===== config.mk =====
export PLATFORM = sky130hd
export DESIGN_NAME = qpsk_symbol_mapper_flat
export DESIGN_NICKNAME = d
export VERILOG_FILES = /design/src/rtl/qpsk_symbol_mapper_if.sv /design/src/rtl/qpsk_symbol_mapper.sv /design/src/flat_wrapper.sv
export SDC_FILE = /design/constraint.sdc
export NUM_CORES = 1
export LEC_CHECK = 0
export BUFFER_PORTS_ARGS = -buffer_cell sky130_fd_sc_hd__buf_2
export CORE_MARGIN = 2
export CORE_UTILIZATION = 30
export DETAILED_ROUTE_END_ITERATION = 6
export PLACE_DENSITY = 0.57
export SYNTH_ARGS = -nofsm -noshare
export SYNTH_HDL_FRONTEND = slang
export SYNTH_SLANG_ARGS = --single-unit

===== constraint.sdc =====
create_clock -name clk -period 5.2 [get_ports clk]
set_input_delay 0.52 -clock clk [delete_from_list [all_inputs] [get_ports clk]]
set_output_delay 0.52 -clock clk [all_outputs]
set_load 0.02 [all_outputs]

===== src/rtl/qpsk_symbol_mapper_if.sv =====
// ============================================================================
// qpsk_symbol_mapper_if : bit-input handshake, symbol sample inputs, output stream
// Revision: 1.0
// ============================================================================
`default_nettype none

interface qpsk_symbol_mapper_if;
  logic       bit_in;
  logic       bit_valid;
  logic       bit_ready;
  logic [8:0] sym00_in;
  logic [8:0] sym01_in;
  logic [8:0] sym10_in;
  logic [8:0] sym11_in;
  logic [8:0] mod_out;
  logic       mod_valid;
  logic       sym_start;
  logic       underrun;

  modport slave (
    input  bit_in, bit_valid, sym00_in, sym01_in, sym10_in, sym11_in,
    output bit_ready, mod_out, mod_valid, sym_start, underrun
  );

  modport master (
    output bit_in, bit_valid, sym00_in, sym01_in, sym10_in, sym11_in,
    input  bit_ready, mod_out, mod_valid, sym_start, underrun
  );
endinterface

`default_nettype wire


===== src/rtl/qpsk_symbol_mapper.sv =====
// ============================================================================
// qpsk_symbol_mapper : packs serial bits into dibits, buffers them and selects
// one of four symbol waveforms per 16-sample slot. Macro GRAY_MAP_EN selects
// Gray dibit mapping (natural binary when undefined).
// Revision: 1.0
// ============================================================================
`default_nettype none

module qpsk_symbol_mapper #(
  parameter int FIFO_DEPTH = 4
) (
  input  logic                 clk,
  input  logic                 rst,
  qpsk_symbol_mapper_if.slave  bus
);

  localparam int            AW       = (FIFO_DEPTH > 1) ? $clog2(FIFO_DEPTH) : 1;
  localparam logic [AW:0]   FULL_CNT = (AW+1)'(FIFO_DEPTH);

  typedef enum logic [0:0] {S_IDLE = 1'b0, S_DATA = 1'b1} state_t;

  logic [1:0]    fifo_mem_q [FIFO_DEPTH];
  logic [AW-1:0] wr_ptr_q, rd_ptr_q;
  logic [AW:0]   count_q, count_d;
  logic          half_vld_q, half_bit_q;
  logic [3:0]    phase_q;
  state_t        state_q, prev_state_q;
  logic [1:0]    cur_sym_q;
  logic [8:0]    mod_out_q;
  logic          mod_valid_q, sym_start_q, underrun_q;

  logic          w_full, w_empty, w_ready, w_xfer, w_wr, w_pop, w_last;
  logic [8:0]    w_sample;

  assign w_full  = (count_q == FULL_CNT);
  assign w_empty = (count_q == '0);
  assign w_ready = ~rst & ~(w_full & half_vld_q);
  assign w_xfer  = bus.bit_valid & w_ready;
  assign w_wr    = w_xfer & half_vld_q;
  assign w_last  = (phase_q == 4'd15);
  assign w_pop   = w_last & ~w_empty;

  always_comb begin
    count_d = count_q;
    case ({w_wr, w_pop})
      2'b10:   count_d = count_q + 1'b1;
      2'b01:   count_d = count_q - 1'b1;
      default: count_d = count_q;
    endcase
  end

  // Storage carries no reset; validity is tracked entirely by the pointers/count.
  always_ff @(posedge clk) begin
    if (w_wr) begin
      fifo_mem_q[wr_ptr_q] <= {half_bit_q, bus.bit_in};
    end
  end

  always_ff @(posedge clk) begin
    if (rst) begin
      wr_ptr_q   <= '0;
      rd_ptr_q   <= '0;
      count_q    <= '0;
      half_vld_q <= 1'b0;
      half_bit_q <= 1'b0;
    end else begin
      count_q <= count_d;
      if (w_xfer) begin
        half_vld_q <= ~half_vld_q;
        if (!half_vld_q) begin
          half_bit_q <= bus.bit_in;
        end
      end
      if (w_wr) begin
        wr_ptr_q <= wr_ptr_q + 1'b1;
      end
      if (w_pop) begin
        rd_ptr_q <= rd_ptr_q + 1'b1;
      end
    end
  end

  always_comb begin
    w_sample = bus.sym00_in;
    case (cur_sym_q)
`ifdef GRAY_MAP_EN
      2'b00: w_sample = bus.sym00_in;
      2'b01: w_sample = bus.sym01_in;
      2'b11: w_sample = bus.sym10_in;
      2'b10: w_sample = bus.sym11_in;
`else
      2'b00: w_sample = bus.sym00_in;
      2'b01: w_sample = bus.sym01_in;
      2'b10: w_sample = bus.sym10_in;
      2'b11: w_sample = bus.sym11_in;
`endif
      default: w_sample = bus.sym00_in;
    endcase
  end

  // Slot FSM: the symbol and state only move at the phase-15 boundary.
  always_ff @(posedge clk) begin
    if (rst) begin
      phase_q      <= 4'd0;
      state_q      <= S_IDLE;
      prev_state_q <= S_IDLE;
      cur_sym_q    <= 2'b00;
      mod_out_q    <= 9'd0;
      mod_valid_q  <= 1'b0;
      sym_start_q  <= 1'b0;
      underrun_q   <= 1'b0;
    end else begin
      phase_q <= phase_q + 4'd1;
      if (w_last) begin
        prev_state_q <= state_q;
        if (w_pop) begin
          cur_sym_q <= fifo_mem_q[rd_ptr_q];
          state_q   <= S_DATA;
        end else begin
          state_q   <= S_IDLE;
        end
      end
      mod_valid_q <= (state_q == S_DATA);
      mod_out_q   <= (state_q == S_DATA) ? w_sample : 9'd0;
      sym_start_q <= (phase_q == 4'd0);
      underrun_q  <= (phase_q == 4'd0) && (state_q == S_IDLE) && (prev_state_q == S_DATA);
    end
  end

  assign bus.bit_ready = w_ready;
  assign bus.mod_out   = mod_out_q;
  assign bus.mod_valid = mod_valid_q;
  assign bus.sym_start = sym_start_q;
  assign bus.underrun  = underrun_q;

endmodule

`default_nettype wire


===== src/flat_wrapper.sv =====
// flat-port wrapper written by rule: the top's interface ports become plain ports
module qpsk_symbol_mapper_flat 
#(
  parameter int FIFO_DEPTH = 4
)
  (clk, rst, bus_bit_in, bus_bit_valid, bus_sym00_in, bus_sym01_in, bus_sym10_in, bus_sym11_in, bus_bit_ready, bus_mod_out, bus_mod_valid, bus_sym_start, bus_underrun);
  qpsk_symbol_mapper_if bus_i ();
  input  logic clk;
  input  logic rst;
  input wire logic [$bits(bus_i.bit_in)-1:0] bus_bit_in;
  input wire logic [$bits(bus_i.bit_valid)-1:0] bus_bit_valid;
  input wire logic [$bits(bus_i.sym00_in)-1:0] bus_sym00_in;
  input wire logic [$bits(bus_i.sym01_in)-1:0] bus_sym01_in;
  input wire logic [$bits(bus_i.sym10_in)-1:0] bus_sym10_in;
  input wire logic [$bits(bus_i.sym11_in)-1:0] bus_sym11_in;
  output wire logic [$bits(bus_i.bit_ready)-1:0] bus_bit_ready;
  output wire logic [$bits(bus_i.mod_out)-1:0] bus_mod_out;
  output wire logic [$bits(bus_i.mod_valid)-1:0] bus_mod_valid;
  output wire logic [$bits(bus_i.sym_start)-1:0] bus_sym_start;
  output wire logic [$bits(bus_i.underrun)-1:0] bus_underrun;
  assign bus_i.bit_in = bus_bit_in;
  assign bus_i.bit_valid = bus_bit_valid;
  assign bus_i.sym00_in = bus_sym00_in;
  assign bus_i.sym01_in = bus_sym01_in;
  assign bus_i.sym10_in = bus_sym10_in;
  assign bus_i.sym11_in = bus_sym11_in;
  assign bus_bit_ready = bus_i.bit_ready;
  assign bus_mod_out = bus_i.mod_out;
  assign bus_mod_valid = bus_i.mod_valid;
  assign bus_sym_start = bus_i.sym_start;
  assign bus_underrun = bus_i.underrun;
  qpsk_symbol_mapper #(.FIFO_DEPTH(FIFO_DEPTH)) u_core (.clk(clk), .rst(rst), .bus(bus_i));
endmodule

==> results of run 1 <==
## per-layer routing
metal	up-vias	global-route usage (%)	share of wire (%)
li1	609	-	-
met1	561	13.1	44
met2	59	18.4	44
met3	7	4.71	11
met4	0	4.21	1.3
met5	-	0	0
## layout make-up
class	count	area (sq um)	area share, %
sequential	37	821	39.3
multi-input combinational	86	766	36.7
timing repair buffer	52	260	12.5
tap	72	90.1	4.31
clock buffer	6	72.6	3.48
inverter	12	45.0	2.16
clock inverter	2	33.8	1.62
## cell usage after synthesis (2+ instances only)
library cell  number  share of area [%]
dfxtp_1           29                 35
inv_1             12                2.7
mux4_2            11                 15
and3_1            10                3.8
nor2_1             9                2.0
edfxtp_1           8                 14
a21oi_1            7                2.1
ha_1               7                5.3
and2_1             5                1.9
nand2_1            5                1.1
clkbuf_1           4               0.90
nand3_1            4                1.2
o21ai_0            4                1.2
or3_1              3                1.1
xor2_1             3                1.6
a211oi_1           2               0.90
nor2b_1            2               0.75
## flip-flops by register name, indices dropped and copies added, names as in the netlist
signal / flops
u_core.bus.mod_out: 9
u_core.fifo_mem_q: 8
u_core.phase_q: 4
u_core.count_q: 3
u_core.cur_sym_q: 2
u_core.rd_ptr_q: 2
u_core.wr_ptr_q: 2
u_core.bus.mod_valid: 1
u_core.bus.sym_start: 1
u_core.bus.underrun: 1
u_core.half_bit_q: 1
u_core.half_vld_q: 1
u_core.prev_state_q: 1
u_core.state_q: 1
## metrics by stage
step | utilization (%) | hold WS, ps
2_1_floorplan | - | 414
3_3_place_gp | 36.4 | 432
3_5_place_dp | 36.4 | 442
4_1_cts | 38.4 | 459
5_1_grt | 38.4 | 483
6_report | 38.4 | 454
## worst max-delay path by stage
| stage | from | to | slack, ps | cells after the start |
|---|---|---|---|---|
| CTS | rst | u_core.count_q[2] | 2830 | 10 |
| finish | rst | u_core.count_q[2] | 2850 | 10 |
| global placement | rst | u_core.count_q[2] | 2590 | 10 |
| detailed placement | rst | u_core.count_q[2] | 2530 | 10 |
| global route | rst | u_core.count_q[2] | 2660 | 10 |
| floorplan | u_core.count_q[2] | u_core.count_q[2] | 2910 | 10 |
## power by group through the flow
stage          Combinational (mW)  Sequential, mW  Clock [mW]
2_1_floorplan              0.0219           0.310           0
4_1_cts                    0.0433           0.303       0.244
5_1_grt                    0.0480           0.304       0.257
6_report                   0.0426           0.303       0.238
3_3_place_gp               0.0420           0.310           0
3_5_place_dp               0.0428           0.310           0
## logic make-up (layout without fill, tap and decap cells)
kind of cell             Yosys count  after routing  share of synthesized area, %
AND/OR/NAND/NOR                   44             44                          14.9
flip-flops                        37             37                          49.2
buffers and inverters             19             72                          4.80
AO/OA/AOI/OAI                     18             18                          6.98
multiplexers                      12             12                          15.5
adder cells (fa/ha/maj)            8              8                          6.46
XOR/XNOR                           4              4                          2.10
==> results.md, run 1 <==
* Most common flop cell mapped by yosys: dfxtp_1
* Sequential share of the synthesized area at a little under 50%
* R2r setup slk at 2850 ps
* Yosys warning count at 0
* Worst Slack Setup Final at 2850 ps
* Layout Area Growth over Synthesis at 25.3%
* Worst Path Required at roughly 5400 ps
* Most common cell after layout, fill and taps aside: buf_2
* Slowest cell delay on critical path at ~370 ps
* Via Count at between 1000 and 1500
* Die ar. at just over 6000 sq um
* Actual slew at the worst max-slew pin at slightly above 600 ps
* Row count at 27
* Setup Viol. Count Final at 0
* Internal power at between 400 and 500 uW
* Worst IR Drop VDD at 0.000128 V
* Post-synthesis cell area at about 1700 sq um
* Min-delay worst type: flip-flop to flip-flop
* Skew-Pair Late Insertion Delay at ~280 ps
* Fmax at 0.425 GHz
* Avg Vias per Cell at about 4.6
* Switch Pwr at ~120 uW
* Post-DP Area at roughly 2000 sq um
* Hold depth at 1
* Place WS at 2530 ps
* Clock slew at reported path FFs at about 70 ps
* Worst path top cell family by delay: buffers and inverters
* GRT Total Usage at between 10% and 20%
* Static Leak at 0.902 nW
* Asr flop ratio synth at 0%
* Clock share of power at 40.8%
* CTS Hold Bufs at 0
* Post-route DRC violation count at 0
* Pwr dens at ~280 nW/um^2
* First-pass GRT wire length at between 5 and 6 mm
* R2r worst-path depth at 9
* Hold Violations, Final at 0
* DRT Wirelength at roughly 3.4 mm
* Flop pwr share at approximately half
* Clk sink count at 37
* Hold_sp: u_core.phase_q[0]
* Num CTS Buffers at 5
* Post-CTS resize count at 0
* Design Area, Final at 2090 sq um
* Fillers at ~540
* HPWL Detailed at 2.67 mm
* RSZ-0062 raised after global routing: false
* Period utilization at 45.3%
* Seq cells post-synth at 37
* Drt pass-1 iters at 4
* CTS tree: yes
* CP arrival at 2570 ps
* Number of global-route vias before repair at ~1200
* Post-route ant nets at 0
* Core area at around 5400 sq um
* Die X at about 80 microns
* CP Buf/Inv Count at 4
* Count of buffers from port buffering at 52
* Crit-path slowest cell: fa_1
* Die height at a little under 80 microns
* Maxcap violations at 0
* Critical Path End Type: flip-flop
* WHS Endpoint: u_core.phase_q[0]
* Post-CTS Setup Inserts at 0
* Remaining Overflow, GRT at 0
* H-tree levels at 2
* Final #Nets at ~240
* Synth Net Count at 190
* Most frequent cells in the layout: buf_2, dfxtp_1, inv_1
* Rel. slew slack at between 50% and 60%
* Initial core utilization at a little under a third
* Gpl congestion at 0.741
* Ant. Diodes at 0
* Cells after Synth at 142
* WS Path Type: input pin to flip-flop
* Dpl cells at between 200 and 300
* Status: finished, final reports clean
* Initial antenna violation count at 0
* Number of flops mapped to enable cells by yosys at 8
* Max FO, Critical Path at 21
* Max Slew Vio Count at 0
* DR iter-0 viols at 69
* Clock Path Buffers at 2
* RR Startpoint: u_core.count_q[2]
* Synth cell types at 34
* Power, Total at 584 uW
* Share of layout cells above drive strength 1 at 36.9%
* Ports at between 50 and 60
* Setup crit start kind: input pin
* CP most frequent cell: inv_1
* Sw Ratio at between 20% and 30%
* Root buf cell: clkbuf_8
* Synth Area per Inst at ~12 sq um
* Largest net degree at the start of global routing at 22
* Crit-path cells: buf_2 -> inv_1 -> and3_4 -> inv_1 -> ha_1 -> inv_1 -> fa_1 -> xor2_1 -> or3_1 -> a21oi_1
* Clk_skew at 2.85 ps
* Wire per inst at between 10 and 15 microns
* TNS Setup at 0 ps
* Power share of the combinational group at 7.3%
* Non-Filler Instances at 267
* Reg2Reg Capture Point: u_core.count_q[2]
* Final min period at approximately 2400 ps
Note: power is estimated with default switching activity, not from simulation.
==> inputs of run 2 (changes only) <==
--- a/config.mk
+++ b/config.mk
@@ -9,7 +9,7 @@
 export CORE_MARGIN = 2
 export CORE_UTILIZATION = 30
 export DETAILED_ROUTE_END_ITERATION = 6
-export PLACE_DENSITY = 0.57
+export PLACE_DENSITY = 0.59
 export SYNTH_ARGS = -nofsm -noshare
 export SYNTH_HDL_FRONTEND = slang
 export SYNTH_SLANG_ARGS = --single-unit
==> constraint.sdc (replaced) <==
create_clock -name clk -period 2.1 [get_ports clk]
set_input_delay 0.21 -clock clk [delete_from_list [all_inputs] [get_ports clk]]
set_output_delay 0.21 -clock clk [all_outputs]
set_load 0.02 [all_outputs]
==> run 2 against run 1 <==
Via count up 2.1%. Die area unchanged. Sequential power up 150%. First-iteration DRC count down 39%. Largest cell class unchanged. Largest power group unchanged.
==> results.md, run 2 (synthesis results as in run 1) <==
* Status: finished, final reports clean
* Critical Path End Type: flip-flop
* Final min period at approximately 2100 ps
* Clock Path Buffers at 2
* Count of buffers from port buffering at 52
* Most frequent cells in the layout: buf_2, dfxtp_1, buf_4
* Layout Area Growth over Synthesis at 31.2%
* Row count at 27
* HPWL Detailed at between 2 and 2.5 mm
* DR iter-0 viols at between 40 and 50
* Static Leak at 0.965 nW
* Most common cell after layout, fill and taps aside: buf_2
* Drt pass-1 iters at 4
* Min-delay worst type: input pin to flip-flop
* CTS tree: yes
* Setup crit start kind: flip-flop
* TNS Setup at 0 ps
* Final #Nets at 255
* First-pass GRT wire length at approximately 5.7 mm
* Initial core utilization at between 30 and 40%
* Post-route DRC violation count at 0
* Pwr dens at between 600 and 700 nW/um^2
* Die height at about 79 microns
* Internal power at 1.04 mW
* Share of layout cells above drive strength 1 at a little under half
* WS Path Type: flip-flop to flip-flop
* Max FO, Critical Path at 2
* Clock share of power at 35.8%
* Actual slew at the worst max-slew pin at about 460 ps
* Ports at 53
* CP arrival at 2290 ps
* Switch Pwr at between 300 and 400 uW
* Root buf cell: clkbuf_8
* Clock slew at reported path FFs at ~80 ps
* Setup Viol. Count Final at 0
* RSZ-0062 raised after global routing: true
* Max reg flops at 9
* Remaining Overflow, GRT at 0
* Worst Path Required at ~2300 ps
* Avg Vias per Cell at approximately 4.5
* DRT Wirelength at between 3 and 4 mm
* Fmax at 0.484 GHz
* Number of global-route vias before repair at roughly 1300
* Gpl congestion at 0.701
* Clk_skew at approximately 15 ps
* H-tree levels at 2
* Die X at slightly below 80 microns
* Initial antenna violation count at 0
* Rel. slew slack at between 60 and 70%
* Ant. Diodes at 0
* Wire per inst at ~12 microns
* Max Slew Vio Count at 0
* Flop pwr share at a little under three fifths
* Largest net degree at the start of global routing at 21
* Post-route ant nets at 0
* Clk sink count at 37
* Power share of the combinational group at 8.6%
* Final core occ at about 40%
* Hold Violations, Final at 0
* Num CTS Buffers at 5
* Worst IR Drop VDD at around 0.00037 V
* Period utilization at 98.4%
* Via Count at roughly 1300
* Skew-Pair Late Insertion Delay at between 200 and 300 ps
* Die ar. at between 6000 and 7000 sq um
* GRT Total Usage at a little under an eighth
* Sw Ratio at 23.1%
* Core area at 5440 sq um
* Maxcap violations at 0
run 2: per-layer routing:
layer	part of all wire, %	vias up	track usage [%]
li1	-	636	-
met1	46	581	14.5
met2	45	37	19.1
met3	7.4	8	3.68
met4	1.5	0	5.26
met5	0	-	0
run 2: path summary, 6_finish.rpt:
check                     from                      end  cells past startpoint  slack, ps
max          u_core.count_q[1]        u_core.count_q[2]                      9         30
min                 bus_bit_in  u_core.fifo_mem_q[2][0]                      1        170
max reg2reg  u_core.count_q[1]        u_core.count_q[2]                      9         30
min reg2reg  u_core.phase_q[0]        u_core.phase_q[0]                      1        430
run 2: timing repair:
| action | CTS | global route |
|---|---|---|
| buffers inserted | 0 | 0 |
| gates resized for setup | 4 | 2 |
| hold buffers | 0 | 0 |
| setup endpoints to repair | 1 | 1 |
run 2: final cells by class:
| cell class | count | area [sq um] |
|---|---|---|
| inverter | 12 | 45.0 |
| sequential | 37 | 826 |
| clock inverter | 2 | 10.0 |
| clock buffer | 6 | 72.6 |
| tap | 72 | 90.1 |
| timing repair buffer | 65 | 358 |
| multi-input combinational | 86 | 785 |
| fill | 530 | 3250 |
run 2: power by group through the flow:
stage	logic (mW)	clock network [mW]	registers, mW
2_1_floorplan	0.0545	0	0.767
3_3_place_gp	0.113	0	0.764
3_5_place_dp	0.116	0	0.765
4_1_cts	0.118	0.498	0.749
5_1_grt	0.129	0.530	0.751
6_report	0.116	0.482	0.749
run 2: per-stage QoR:
step	hold slack (ps)	instance area, sq um	power [mW]	std cells	setup slack (ps)
global placement	433	2090	0.878	272	36.4
finish	169	2190	1.35	280	34.0
CTS	161	2180	1.36	280	0.814
floorplan	295	1670	0.821	142	-86.8
detailed placement	442	2090	0.881	272	-18.6
global route	156	2190	1.41	280	-79.3
run 2: critical path, cell delays in order (launching register included):
cell     delay, ps
dfxtp_2        330
or3b_4         390
and3_4         160
inv_2           60
ha_4           120
inv_2           30
fa_2           320
xor2_1         150
or3_1          320
a21oi_2        120
